$ cat src/rtl/bp_io_cmd_arbiter.sv
// Round-robin arbiter sharing one I/O command channel among num_req_p masters, with an
// in-order tag FIFO routing untagged responses back to the oldest requester. Optional: BP_IO_ARB_ERR_EN.
module bp_io_cmd_arbiter #(
  parameter int num_req_p         = 2,
  parameter int max_outstanding_p = 4,
  parameter int msg_width_p       = 128
) (
  input  logic                             clk_i,
  input  logic                             reset_i,
  input  logic [num_req_p*msg_width_p-1:0] io_cmd_i,
  input  logic [num_req_p-1:0]             io_cmd_v_i,
  output logic [num_req_p-1:0]             io_cmd_yumi_o,
  output logic [msg_width_p-1:0]           io_resp_o,
  output logic [num_req_p-1:0]             io_resp_v_o,
  input  logic [num_req_p-1:0]             io_resp_ready_i,
  output logic [msg_width_p-1:0]           io_cmd_o,
  output logic                             io_cmd_v_o,
  input  logic                             io_cmd_yumi_i,
  input  logic [msg_width_p-1:0]           io_resp_i,
  input  logic                             io_resp_v_i,
`ifdef BP_IO_ARB_ERR_EN
  output logic                             err_o,
`endif
  output logic                             io_resp_yumi_o
);

  localparam int req_w = $clog2(num_req_p);
  localparam int cnt_w = $clog2(max_outstanding_p + 1);
  localparam int ptr_w = $clog2(max_outstanding_p);

  // Handshakes: a producer raises valid independently of the consumer's yumi/ready;
  // a transfer happens in any cycle where valid and yumi (or valid and ready) are both 1.

  logic [req_w-1:0] rr_ptr;
  logic [req_w-1:0] grant;
  logic             grant_found;
  logic [cnt_w-1:0] count;
  logic [ptr_w-1:0] wr_ptr;
  logic [ptr_w-1:0] rd_ptr;
  logic [req_w-1:0] tag_q [max_outstanding_p];
  logic [req_w-1:0] head;
  logic             active;
  logic             full;
  logic             empty;
  logic             issue;
  logic             retire;

  assign active = ~reset_i;
  assign full   = (count == cnt_w'(max_outstanding_p));
  assign empty  = (count == '0);
  assign head   = tag_q[rd_ptr];

  // Search upward from rr_ptr with wrap; the first valid requester wins.
  always_comb begin
    int               cand_int;
    logic [req_w-1:0] cand;
    cand_int    = 0;
    cand        = '0;
    grant       = rr_ptr;
    grant_found = 1'b0;
    for (int i = 0; i < num_req_p; i++) begin
      cand_int = int'(rr_ptr) + i;
      if (cand_int >= num_req_p) cand_int = cand_int - num_req_p;
      cand = req_w'(cand_int);
      if (!grant_found && io_cmd_v_i[cand]) begin
        grant       = cand;
        grant_found = 1'b1;
      end
    end
  end

  // Full uses the registered count, so a same-cycle retire never opens a slot early.
  assign io_cmd_v_o = active & grant_found & ~full;
  assign io_cmd_o   = io_cmd_i[grant*msg_width_p +: msg_width_p];
  assign issue      = io_cmd_v_o & io_cmd_yumi_i;

  always_comb begin
    io_cmd_yumi_o = '0;
    for (int i = 0; i < num_req_p; i++) begin
      io_cmd_yumi_o[i] = issue && (int'(grant) == i);
    end
  end

  assign io_resp_o = io_resp_i;
  assign retire    = active & io_resp_v_i & ~empty & io_resp_ready_i[head];

  always_comb begin
    io_resp_v_o = '0;
    for (int i = 0; i < num_req_p; i++) begin
      io_resp_v_o[i] = active && io_resp_v_i && !empty && (int'(head) == i);
    end
  end

`ifdef BP_IO_ARB_ERR_EN
  // A response with nothing outstanding is swallowed so the converter can't stall forever.
  logic stray;
  logic err_q;

  assign stray          = active & io_resp_v_i & empty;
  assign io_resp_yumi_o = retire | stray;
  assign err_o          = err_q;

  always_ff @(posedge clk_i or posedge reset_i) begin
    if (reset_i) begin
      err_q <= 1'b0;
    end else if (stray) begin
      err_q <= 1'b1;
    end
  end
`else
  assign io_resp_yumi_o = retire;
`endif

  always_ff @(posedge clk_i or posedge reset_i) begin
    if (reset_i) begin
      rr_ptr <= '0;
    end else if (issue) begin
      rr_ptr <= (int'(grant) == num_req_p - 1) ? '0 : grant + 1'b1;
    end
  end

  always_ff @(posedge clk_i or posedge reset_i) begin
    if (reset_i) begin
      count <= '0;
    end else begin
      case ({issue, retire})
        2'b10:   count <= count + 1'b1;
        2'b01:   count <= count - 1'b1;
        default: count <= count;
      endcase
    end
  end

  always_ff @(posedge clk_i or posedge reset_i) begin
    if (reset_i) begin
      wr_ptr <= '0;
      rd_ptr <= '0;
    end else begin
      if (issue)  wr_ptr <= wr_ptr + 1'b1;
      if (retire) rd_ptr <= rd_ptr + 1'b1;
    end
  end

  // Tag storage needs no reset; pointers and count define which entries are live.
  always_ff @(posedge clk_i) begin
    if (issue) tag_q[wr_ptr] <= grant;
  end

endmodule

$ cat config.mk
export PLATFORM = sky130hd
export DESIGN_NAME = bp_io_cmd_arbiter
export DESIGN_NICKNAME = d
export VERILOG_FILES = /design/src/rtl/bp_io_cmd_arbiter.sv
export SDC_FILE = /design/constraint.sdc
export NUM_CORES = 1
export LEC_CHECK = 0
export BUFFER_PORTS_ARGS = -buffer_cell sky130_fd_sc_hd__buf_2
export CAP_MARGIN = 20
export CORE_AREA = 2 2 253 255
export DETAILED_ROUTE_END_ITERATION = 10
export DIE_AREA = 0 0 255 257
export PLACE_DENSITY_LB_ADDON = 0.25
export SYNTH_ARGS = -nofsm -noshare
export SYNTH_HDL_FRONTEND = slang
export SYNTH_SLANG_ARGS = --single-unit
$ cat constraint.sdc
create_clock -name clk_i -period 2.9 [get_ports clk_i]
set_clock_uncertainty 0.05 [all_clocks]
set_input_delay 0.58 -clock clk_i [delete_from_list [all_inputs] [get_ports clk_i]]
set_output_delay 0.58 -clock clk_i [all_outputs]
set_load 0.02 [all_outputs]
After elaboration in Yosys (flattened, before gate mapping)
Memory sizes are Yosys's and may differ from the RTL's.
Cells that the tools add are included.

word-level totals
  output and inout port bits = 262
  memories = 1
  input bits = 392
  word-level logic and storage cells = 60
  bits in registers = 8
  bits in writable memories = 4

memories
  memory  depth  bits a word  rd ports  clocked after Yosys merged registers in  write ports  RTL line  text
  tag_q   4      1            1         0                                        1            40        logic [req_w-1:0] tag_q [max_outstanding_p];

cells by class
  $lt $le $gt $ge = 5
  multiplexer cells = 16
  bitwise gates (word level) = 11
  shift operators = 1
  $add $sub $neg = 8
  equality and inequality tests = 3
  reductions and logical operators = 11

operators by type and width
  operator                                             number
  indexed part select 256 x 9 -> 128 bit               1
  2-to-1 mux 1 bit                                     15
  logical AND 1 bit                                    7
  AND 1 bit                                            6
  < comparator 1 x 2 -> 1 bit, second input constant   3
  case mux 3 bit (2 select lines)                      1
  inverter 1 bit                                       5
  adder 2 x 1 -> 2 bit, second input constant          2
  adder 3 x 1 -> 3 bit, second input constant          1
  == test 3 bit, second input constant                 1
  logical NOT 3 bit                                    1
  subtractor 3 x 1 -> 3 bit, second input constant     1
  adder 1 x 1 -> 2 bit, second input constant          1
  == test 2 x 1 -> 1 bit, second input constant        1
  == test 2 bit, second input constant                 1
  >= comparator 1 x 2 -> 1 bit, second input constant  1
  >= comparator 2 bit, second input constant           1
  logical NOT 1 bit                                    2
  nonzero test 2 bit                                   1
  subtractor 1 bit, second input constant              2
  adder 1 bit, second input constant                   1

Logic depth before layout (Yosys ltp)
Gate-level depths: netlist of the first run.

  depth in word-level cells = 13
  mapped depth = 9
  mapped depth without buffers = 9

Least setup slack after synthesis of the first run
No wires, ideal clock.

  kind = register to register
  start = register rd_ptr[0]
  end = register count[2]
  period minus slack after synthesis = 2619 ps
  setup time = 79 ps
  arrival time = 2490 ps
  buffers on the path = 0
  stages on the path, launching flop included = 10
  setup slack = 281 ps
  required time = 2771 ps
  cells stage by stage = dfrtp_1 -> mux4_2 -> mux2i_1 -> nor2_1 -> ha_1 -> inv_1 -> fa_1 -> xor2_1 -> nor2_1 -> xor2_1

on the way
  word-level cells in the longest chain between the ends = 6
  elaborated cells on any way between the ends = 8
  classes of those cells = eq/ne (2); mux (3); bitwise (1); reduce/logical (1); memory (1)

RTL lines
  item                                                                   RTL line  text
  start, declared                                                        39        logic [ptr_w-1:0] rd_ptr;
  start signal, assigned                                                 140       if (retire) rd_ptr <= rd_ptr + 1'b1;
  memory (4 x 1 bit) *                                                   --
  2-to-1 mux 1 bit (not written as such) * (2 in a row)                  85        assign retire = active & io_resp_v_i & ~empty & io_resp_ready_i[head];
  AND 1 bit *                                                            85
  named net io_resp_yumi_o                                               24        output logic io_resp_yumi_o
  == test 2 x 1 -> 1 bit or == test 2 bit (tied branches)                126       case ({issue, retire})
  case mux 3 bit (2 select lines) or nonzero test 2 bit (tied branches)  --
  end signal, assigned                                                   127       2'b10: count <= count + 1'b1;
  end signal, assigned                                                   128       2'b01: count <= count - 1'b1;
  end signal, assigned                                                   129       default: count <= count;
  end, declared                                                          37        logic [cnt_w-1:0] count;

The timed path passes the listed nets; every way through them passes the cells marked *. The select of a mux whose other input is x is not followed.
A chain may end at the register's enable or synchronous reset.

Final worst setup path of the first run
  start = input port io_cmd_v_i[1]
  end = output port io_cmd_o[20]

on the way
  word-level cells in the longest chain between the ends = 7
  elaborated cells on any way between the ends = 10
  classes of those cells = shift (1); mux (7); reduce/logical (2)

RTL lines
  item                                                 RTL line  text
  start, declared                                      11        input logic [num_req_p-1:0] io_cmd_v_i,
  2-to-1 mux 1 bit (not written as such) (2 in a row)  65        if (!grant_found && io_cmd_v_i[cand]) begin
  2-to-1 mux 1 bit                                     65
  logical NOT 1 bit                                    65
  logical AND 1 bit                                    65
  2-to-1 mux 1 bit *                                   65
  indexed part select 256 x 9 -> 128 bit *             74        assign io_cmd_o = io_cmd_i[grant*msg_width_p +: msg_width_p];
  end, declared                                        16        output logic [msg_width_p-1:0] io_cmd_o,

Mark *: on every way between the ends. The rest lies on a longest branch, timed or not. The select of a mux whose other input is x is not followed.

==> results of run 1 <==
-- flip-flops by register name (all words and copies together) (netlist names) --
register,cells
count,3
rd_ptr,2
tag_q,4
wr_ptr,2
rr_ptr,1
-- layout make-up --
cell class              instances  area share, %
repair buffers                405           39.0
multi-input cells             164           33.0
clock buffers                   4           1.48
flip-flops and latches         12           6.00
well taps                     846           19.8
inverters                       7          0.492
diodes                          3          0.141
-- cell usage in the layout (no fill, tap or decap) --
cell type and n:
buf_2 397, mux2_1 129, dfrtp_1 8, inv_1 7, nor2_1 7, ha_1 5
buf_4 5, xor2_1 4, and3_1 4, edfxtp_1 4, diode_2 3, clkbuf_16 3
buf_12 3, xnor2_1 2, mux2i_1 2, nor2b_1 2, a2111o_1 1, o311ai_2 1
mux4_2 1, nor3b_1 1, nand2_1 1, o21ai_4 1, a211oi_1 1, a21o_1 1
fa_1 1, clkbuf_1 1
-- routing by layer --
layer / share of wire, % / track usage [%]
met5: 0.089 / 0
met4: 2.0 / 1.06
met3: 13 / 2.10
met2: 44 / 6.90
met1: 41 / 5.19
-- stage by stage --
stage          setup slack (ns)  total power (uW)  cell area, um^2  utilization, %
5_1_grt                   0.119              2710             5330            8.50
6_report                  0.210              2510             5340            8.51
4_1_cts                   0.180              2550             5330            8.50
3_5_place_dp              0.184              2290             5250            8.37
3_3_place_gp              0.190              2280             5250            8.37
2_1_floorplan             0.281              1810             3150               -
-- path summary, 6_finish.rpt --
path	startpoint	endpoint	slack [ns]	cells after the start
max in group asynchronous	reset_i	wr_ptr[0]$_DFFE_PP0P_	2.32	3
setup reg to reg	rd_ptr[0]$_DFFE_PP0P_	count[2]$_DFFE_PP0P_	0.37	9
setup / recovery	io_cmd_v_i[1]	io_cmd_o[20]	0.21	7
hold / removal	reset_i	rr_ptr$_DFFE_PP0P_	0.35	3
hold reg to reg	rd_ptr[1]$_DFFE_PP0P_	rd_ptr[1]$_DFFE_PP0P_	0.43	1
min in group clk_i	rd_ptr[1]$_DFFE_PP0P_	rd_ptr[1]$_DFFE_PP0P_	0.43	1
-- cells by family (layout without fill, tap and decap cells) --
group	count (synthesis)	in the layout	share of synthesized area (%)
other cells	0	3	0
flops	12	12	10.2
buf+inv	149	416	34.2
mux	132	132	47.4
xor+xnor	6	6	1.67
fa+ha+maj	6	6	2.62
compound gates	5	5	1.51
simple gates	15	15	2.38
-- critical path: stages --
cell	delay, ns
buf_2	0.10
nor2_1	0.06
o21ai_4	0.19
buf_12	0.20
buf_12	0.25
mux2_1	0.43
buf_2	0.19
-- synth_stat cells (2+ instances only) --
cell type  instances  area, um^2
buf_4            137        1030
mux2_1           129        1450
dfrtp_1            8         200
inv_1              7        26.3
nor2_1             7        26.3
buf_2              5        25.0
ha_1               5        62.6
and3_1             4        25.0
edfxtp_1           4         120
xor2_1             4        35.0
mux2i_1            2        20.0
nor2b_1            2        12.5
xnor2_1            2        17.5
-- power groups by stage --
stage	Clock, uW	Combinational (uW)	Sequential [uW]
finish	253	1950	308
global route	271	2120	318
CTS	260	1980	311
detailed placement	0	1970	314
global placement	0	1970	311
floorplan	0	1510	296
==> metrics.yaml, run 1 <==
power:
  swShare_pct: 50.1
  seq_power_share_pct: 12.3
  power_switching_uw: 1260
  clockPowerShare_pct: 10.1
  p_per_area_nw_per_um2: 470
  internal_power_uw: 1250
  p_leak_uw: 0.00249
  p_comb_share_pct: 77.7
  ir_worst_vdd_mv: 0.170
drt:
  post_drt_wl_per_cell_um: 11.0
  drc: 0
  wirelength_um: 15800
  dr.pass1.iters: 4
  vias_per_cell: 2.35
  drt_first_iter_violations: 91
  ant_nets: 0
  num_vias: 3390
synthesis:
  yosys_warnings: 0
  synth_ff_type: "dfrtp_1"
  syn_inst: 325
  ys_seq_area_share_pct: 10.2
  syn_area_um2: 3150
  synth_nets: 723
  ys_async_sr_fraction_pct: 66.7
  synth-edff-count: 4
  yosysUniqueCellTypes: 22
  ys_ff_latch: 12
  synth.avg_cell_area_um2: 9.70
clock_network:
  clkSlewWorstSetupHoldPaths_ns: 0.04
  cts_htree_levels: 1
  cts_hold_buf: 0
  clock-root-buffer: "clkbuf_16"
  cts_sinks: 12
  clock_path_buffers: 2
  cts_tree: "done"
  clkLatencyLatePin_ns: 0.24
  cts_resized: 0
  post_cts_buffers: 0
  cts_buffers: 3
timing:
  setup_viol: 0
  timing.setup.tns_ns: 0
  drv_slew: 0
  worst_pin_slew_ns: 0.516
  rsz0062_at_grt: "false"
  holdWs_ns: 0.349
  period_minus_slack_ns: 2.69
  max_freq_ghz: 0.372
  fin_crit_sh_pct: 92.8
  relSlewSlack_pct: 65.4
  hold_viol_final: 0
layout:
  drive_gt1_share_pct: 69.4
  multi_input_area_um2: 1760
  area_growth_pct: 69.4
  n_fill_cell: 7340
  final_cells: 1441
  regArea_um2: 320
  final_net_count: 991
critical_path:
  crit_required_ns: 2.27
  crit_path_start_kind: "input pin"
  cp-end-kind: "output pin"
  critical_path_arrival_ns: 2.06
  crit_type: "input pin to output pin"
  cp_max_fo: 44
floorplan:
  fp-row-count: 92
  die_height_um: 257
  dieArea_um2: 65500
  coreArea_um2: 62700
  start_util_pct: 5.03
  die_w_um: 255
  ios: 654
global_routing:
  grt_pass1_vias: 3425
  grt_usage_pct: 4.33
  grt_max_degree: 60
  antenna_found_initial: 3
  grt_pass1_wl_um: 21200
  grt.overflow.total: 0
placed_design:
  hpwl_um: 14300
  port_buffers: 397
  placedCellCount: 1434
  place_congestion: 0.814
outcome:
  status: "finished, final reports clean"
hold_path:
  hold_class: "input pin to async pin"
job:
  max_cap_viol_count: 0
Power figures use the tool's default switching activity.
==> inputs of run 2 (changes only) <==
--- a/config.mk
+++ b/config.mk
@@ -5,7 +5,7 @@
 export SDC_FILE = /design/constraint.sdc
 export NUM_CORES = 1
 export LEC_CHECK = 0
-export BUFFER_PORTS_ARGS = -buffer_cell sky130_fd_sc_hd__buf_2
+export BUFFER_PORTS_ARGS = -buffer_cell sky130_fd_sc_hd__buf_4
 export CAP_MARGIN = 20
 export CORE_AREA = 2 2 253 255
 export DETAILED_ROUTE_END_ITERATION = 10
==> metrics.yaml, run 2 (synthesized netlist as in run 1, its figures left out) <==
outcome:
  status: "finished, final reports clean"  # unchanged
placed_design:
  place_ws_ns: 0.256  # was 0.184 ns
  hpwl_um: 16700  # was 14300 um
  port_buffers: 397  # unchanged
  place_congestion: 0.911  # was 0.814
  placedCellCount: 1434  # unchanged
clock_network:
  cts_tree: "done"  # unchanged
  clock-root-buffer: "clkbuf_16"  # unchanged
  clock_path_buffers: 2  # unchanged
  clkLatencyLatePin_ns: 0.24  # about the same
  cts_sinks: 12  # unchanged
  cts_htree_levels: 1  # unchanged
  clkSlewWorstSetupHoldPaths_ns: 0.04  # about the same
  post_cts_buffers: 0  # unchanged
  cts_buffers: 3  # unchanged
  cts_hold_buf: 0  # unchanged
  cts_resized: 0  # unchanged
timing:
  fin_crit_sh_pct: 91.2  # was 92.8%
  hold_viol_final: 0  # unchanged
  worst_pin_slew_ns: 0.581  # was 0.516 ns
  setup_viol: 0  # unchanged
  holdWs_ns: 0.327  # was 0.349 ns
  timing.setup.tns_ns: 0  # unchanged
  max_freq_ghz: 0.378  # was 0.372 GHz
  fin_ws_ns: 0.255  # was 0.210 ns
  rsz0062_at_grt: "false"  # unchanged
  period_minus_slack_ns: 2.65  # was 2.69 ns
  drv_slew: 0  # unchanged
  relSlewSlack_pct: 61.0  # was 65.4%
job:
  max_cap_viol_count: 0  # unchanged
layout:
  fin_util_pct: 10.1  # was 8.51%
  drive_gt1_share_pct: 69.4  # unchanged
  final_net_count: 991  # unchanged
  largest_reg_flops: 4  # unchanged
  layout_commonest_cell: "buf_4"  # was buf_2
  area_growth_pct: 101  # was 69.4%
  final_cells: 1439  # was 1441
  n_fill_cell: 7329  # was 7340
  layout_common_cells: "buf_4 (401), mux2_1 (129), dfrtp_1 (8)"  # was buf_2 (397), mux2_1 (129), dfrtp_1 (8)
  top_regs: "tag_q: 4 flops, count: 3 flops"  # unchanged
  largest-register: "tag_q"  # unchanged
drt:
  vias_per_cell: 2.29  # was 2.35
  ant_nets: 0  # unchanged
  num_vias: 3293  # was 3390
  dr.pass1.iters: 4  # unchanged
  post_drt_wl_per_cell_um: 12.9  # was 11.0 um
  wirelength_um: 18500  # was 15800 um
  drc: 0  # unchanged
  drt_first_iter_violations: 72  # was 91
global_routing:
  antenna_found_initial: 0  # was 3
  grt_max_degree: 60  # unchanged
  grt_pass1_vias: 3485  # was 3425
  grt.overflow.total: 0  # unchanged
  grt_pass1_wl_um: 24000  # was 21200 um
  grt_usage_pct: 5.09  # was 4.33%
floorplan:
  start_util_pct: 5.03  # unchanged
  die_height_um: 257  # unchanged
  die_w_um: 255  # unchanged
  dieArea_um2: 65500  # unchanged
  fp-row-count: 92  # unchanged
  coreArea_um2: 62700  # unchanged
  ios: 654  # unchanged
critical_path:
  ff2ff_path_depth: 9  # unchanged
  cp_max_fo: 30  # was 44
  critPathLaunch: "io_cmd_v_i[1]"  # unchanged
  cp-end-kind: "output pin"  # unchanged
  r2r-end: "count[2]$_DFFE_PP0P_"  # unchanged
  crit_required_ns: 2.27  # about the same
  crit_type: "input pin to output pin"  # unchanged
  crit_path_start_kind: "input pin"  # unchanged
  critical_path_arrival_ns: 2.02  # was 2.06 ns
  r2r_slack_ns: 0.35  # was 0.37 ns
  reg2reg_from: "rd_ptr[0]$_DFFE_PP0P_"  # unchanged
power:
  p_per_area_nw_per_um2: 452  # was 470 nW/um^2
  p_leak_uw: 0.00284  # was 0.00249 uW
  ir_worst_vdd_mv: 0.176  # was 0.170 mV
hold_path:
  hold_class: "input pin to async pin"  # unchanged
run 2: cell types whose count changed in the layout (fill, tap and decap cells not counted):
| cell | delta |
|---|---|
| buf_12 | +1 |
| clkinv_1 | +1 |
| diode_2 | -2 |
| buf_2 | -397 |
| buf_4 | +396 |
| clkbuf_1 | -1 |
run 2: per-stage QoR:
stage                     total power, uW  instance area (um^2)
after global placement               2660                  6260
after global routing                 3060                  6340
final                                2870                  6340
after floorplan                      1810                  3150
after CTS                            2930                  6340
after detailed placement             2650                  6260
run 2: critical path, cell delays in order:
cell and delay [ns]:
buf_4 0.09, nor2_1 0.06, o21ai_4 0.19, buf_12 0.23, buf_12 0.20, mux2_1 0.41, buf_4 0.19
run 2: worst max-delay path by stage:
stage | depth (start not counted) | end
2_1_floorplan | 9 | count[2]$_DFFE_PP0P_
3_3_place_gp | 6 | io_cmd_o[75]
3_5_place_dp | 7 | io_cmd_o[75]
4_1_cts | 7 | io_cmd_o[75]
5_1_grt | 9 | count[2]$_DFFE_PP0P_
6_report | 7 | io_cmd_o[75]
run 2: layout make-up:
class                           count  area (um^2)  area share (%)
Timing Repair Buffer              405         3090            48.7
Inverter                            7         26.3           0.414
Clock inverter                      1         3.75          0.0592
Antenna cell                        1         2.50          0.0395
Multi-Input combinational cell    164         1760            27.8
Clock buffer                        3         75.1            1.18
Sequential cell                    12          320            5.05
Tap cell                          846         1060            16.7
run 2: layer usage:
| layer | wire [um] | GRT usage (%) |
|---|---|---|
| met4 | 298 | 1.17 |
| met1 | 7240 | 5.87 |
| met3 | 2200 | 2.09 |
| met2 | 8790 | 8.68 |
| met5 | 0 | 0 |
run 2: power breakdown:
part	switching, uW	internal (uW)
Sequential	65.6	245
Clock	72.1	182
Combinational	1170	1130
Total	1310	1560
==> inputs of run 3 (changes only) <==
--- a/config.mk
+++ b/config.mk
@@ -6,10 +6,10 @@
 export NUM_CORES = 1
 export LEC_CHECK = 0
 export BUFFER_PORTS_ARGS = -buffer_cell sky130_fd_sc_hd__buf_4
-export CAP_MARGIN = 20
-export CORE_AREA = 2 2 253 255
+export CAP_MARGIN = 40
+export CORE_AREA = 2 2 251 253
 export DETAILED_ROUTE_END_ITERATION = 10
-export DIE_AREA = 0 0 255 257
+export DIE_AREA = 0 0 253 255
 export PLACE_DENSITY_LB_ADDON = 0.25
 export SYNTH_ARGS = -nofsm -noshare
 export SYNTH_HDL_FRONTEND = slang
==> constraint.sdc (replaced) <==
create_clock -name clk_i -period 3.1 [get_ports clk_i]
set_clock_uncertainty 0.05 [all_clocks]
set_input_delay 0.62 -clock clk_i [delete_from_list [all_inputs] [get_ports clk_i]]
set_output_delay 0.62 -clock clk_i [all_outputs]
set_load 0.02 [all_outputs]
==> metrics.yaml, run 3 (synthesized netlist as in run 1, its figures left out) <==
placed_design:
  hpwl_um: 15100  # was 16700 um
  port_buffers: 397  # unchanged
  place_congestion: 0.723  # was 0.911
critical_path:
  crit_type: "input pin to output pin"  # unchanged
  r2r_slack_ns: 0.56  # was 0.35 ns
  reg2reg_from: "rd_ptr[0]$_DFFE_PP0P_"  # unchanged
  crit_chain: "buf_4 > nor2_1 > o21ai_4 > buf_12 > buf_4 > mux2_1 > buf_4"  # was buf_4 > nor2_1 > o21ai_4 > buf_12 > buf_12 > mux2_1 > buf_4
  ff2ff_path_depth: 9  # unchanged
  critPathTopFamily: "buffers and inverters"  # unchanged
  crit_path_start_kind: "input pin"  # unchanged
  crit_slowest_cell: "mux2_1"  # unchanged
  cp.buffers_inverters: 4  # unchanged
  path_common_cell: "buf_4"
  cp-end-kind: "output pin"  # unchanged
  critical_path_arrival_ns: 1.97  # was 2.02 ns
  crit_required_ns: 2.43  # was 2.27 ns
  crit_path_max_incr_delay_ns: 0.37  # was 0.41 ns
  r2r-end: "count[2]$_DFFE_PP0P_"  # unchanged
  cp_max_fo: 16  # was 30
floorplan:
  fp-row-count: 92  # unchanged
  start_util_pct: 5.07  # was 5.03%
  coreArea_um2: 62200  # was 62700 um^2
  die_w_um: 253  # was 255 um
  ios: 654  # unchanged
  dieArea_um2: 64500  # was 65500 um^2
  die_height_um: 255  # was 257 um
global_routing:
  grt_util_met2_pct: 8.30  # was 8.68%
  grt.overflow.total: 0  # unchanged
  use_met3_pct: 2.46  # was 2.09%
  top_usage_layer: "met2"  # unchanged
  grt_pass1_wl_um: 21400  # was 24000 um
  grt_max_degree: 50  # was 60
  grt_usage_pct: 4.56  # was 5.09%
  use_met1_pct: 4.40  # was 5.87%
  grt_pass1_vias: 3369  # was 3485
  antenna_found_initial: 3  # was 0
layout:
  layout_common_cells: "buf_4 (399), mux2_1 (129), dfrtp_1 (8)"  # was buf_4 (401), mux2_1 (129), dfrtp_1 (8)
  multi_input_area_um2: 1760  # unchanged
  drive_gt1_share_pct: 69.5  # was 69.4%
  n_fill_cell: 7177  # was 7329
  largest_reg_flops: 4  # unchanged
  top_regs: "tag_q: 4 flops, count: 3 flops"  # unchanged
  area_growth_pct: 99.1  # was 101%
  layout_commonest_cell: "buf_4"  # unchanged
  regArea_um2: 320  # unchanged
  largest-register: "tag_q"  # unchanged
  final_net_count: 989  # was 991
clock_network:
  clkSlewWorstSetupHoldPaths_ns: 0.04  # about the same
  clkLatencyLatePin_ns: 0.24  # about the same
  cts_tree: "done"  # unchanged
  cts_resized: 0  # unchanged
  cts_buffers: 3  # unchanged
  post_cts_buffers: 0  # unchanged
  cts_htree_levels: 1  # unchanged
  clock_path_buffers: 2  # unchanged
  cts_hold_buf: 0  # unchanged
  cts_sinks: 12  # unchanged
  clock-root-buffer: "clkbuf_16"  # unchanged
power:
  seq_power_share_pct: 10.9  # was 10.8%
  p_comb_share_pct: 79.2  # was 80.3%
  ir_worst_vdd_mv: 0.177  # was 0.176 mV
  clockPowerShare_pct: 9.9  # was 8.8%
  power_switching_uw: 1180  # was 1310 uW
  p_per_area_nw_per_um2: 424  # was 452 nW/um^2
  swShare_pct: 44.5  # was 45.7%
  p_leak_uw: 0.00284  # about the same
  internal_power_uw: 1470  # was 1560 uW
timing:
  relSlewSlack_pct: 62.9  # was 61.0%
  max_freq_ghz: 0.378
  worst_pin_slew_ns: 0.553  # was 0.581 ns
  setup_viol: 0  # unchanged
  fin_crit_sh_pct: 85.2
  holdWs_ns: 0.363  # was 0.327 ns
  drv_slew: 0  # unchanged
  rsz0062_at_grt: "false"  # unchanged
  timing.setup.tns_ns: 0  # unchanged
  period_minus_slack_ns: 2.64
  hold_viol_final: 0  # unchanged
job:
  max_cap_viol_count: 0  # unchanged
drt:
  num_vias: 3299  # was 3293
  drt_first_iter_violations: 35  # was 72
  vias_per_cell: 2.37  # was 2.29
  wirelength_um: 16500  # was 18500 um
  ant_nets: 0  # unchanged
  post_drt_wl_per_cell_um: 11.9  # was 12.9 um
  drc: 0  # unchanged
  dr.pass1.iters: 4  # unchanged
hold_path:
  hold_class: "input pin to async pin"  # unchanged
outcome:
  status: "finished, final reports clean"  # unchanged
-- run 3: cell type report --
cell class,count,area share (%)
tap,799,15.9
timing repair buffer,403,49.0
sequential,12,5.10
multi-input combinational,164,28.1
inverter,7,0.419
antenna,1,0.0399
clock buffer,4,1.42
-- run 3: worst max-delay path by stage --
stage                          startpoint              endpoint  cells past startpoint
finish                      io_cmd_v_i[1]          io_cmd_o[15]                      7
global route        rd_ptr[0]$_DFFE_PP0P_  count[2]$_DFFE_PP0P_                      9
CTS                         io_cmd_v_i[1]          io_cmd_o[14]                      7
detailed placement          io_cmd_v_i[1]          io_cmd_o[14]                      7
global placement            io_cmd_v_i[1]           io_cmd_o[7]                      7
floorplan                         reset_i  count[2]$_DFFE_PP0P_                      9
-- run 3: routing by layer --
metal  vias to the layer above  part of all wire [%]
li1                       1514                     -
met1                      1468                    33
met2                       281                    50
met3                        32                    14
met4                         4                   2.2
met5                         -                  0.16
-- run 3: worst reg2reg max path: stages, from the launching register on --
cell and delay, ns:
dfrtp_1 0.39, mux4_2 0.56, mux2i_1 0.17, nor2_1 0.23, ha_1 0.23, inv_1 0.06
fa_1 0.37, xor2_1 0.15, nor2_1 0.12, xor2_1 0.15
-- run 3: power groups by stage --
stage | clock network (uW) | registers (uW) | logic, uW
after floorplan | 0 | 277 | 1410
after global placement | 0 | 294 | 2140
after detailed placement | 0 | 294 | 2140
after CTS | 272 | 291 | 2150
after global routing | 279 | 300 | 2270
final | 264 | 289 | 2110
-- run 3: through the flow --
step / cell area (um^2) / worst slack (ns) / utilization (%) / power (uW) / cells
6_report: 6280 / 0.458 / 10.1 / 2660 / 1390
5_1_grt: 6270 / 0.308 / 10.1 / 2840 / 1389
4_1_cts: 6270 / 0.435 / 10.1 / 2720 / 1389
3_5_place_dp: 6190 / 0.438 / 9.95 / 2440 / 1385
3_3_place_gp: 6190 / 0.444 / 9.95 / 2430 / 1385
2_1_floorplan: 3150 / 0.463 / - / 1690 / 325
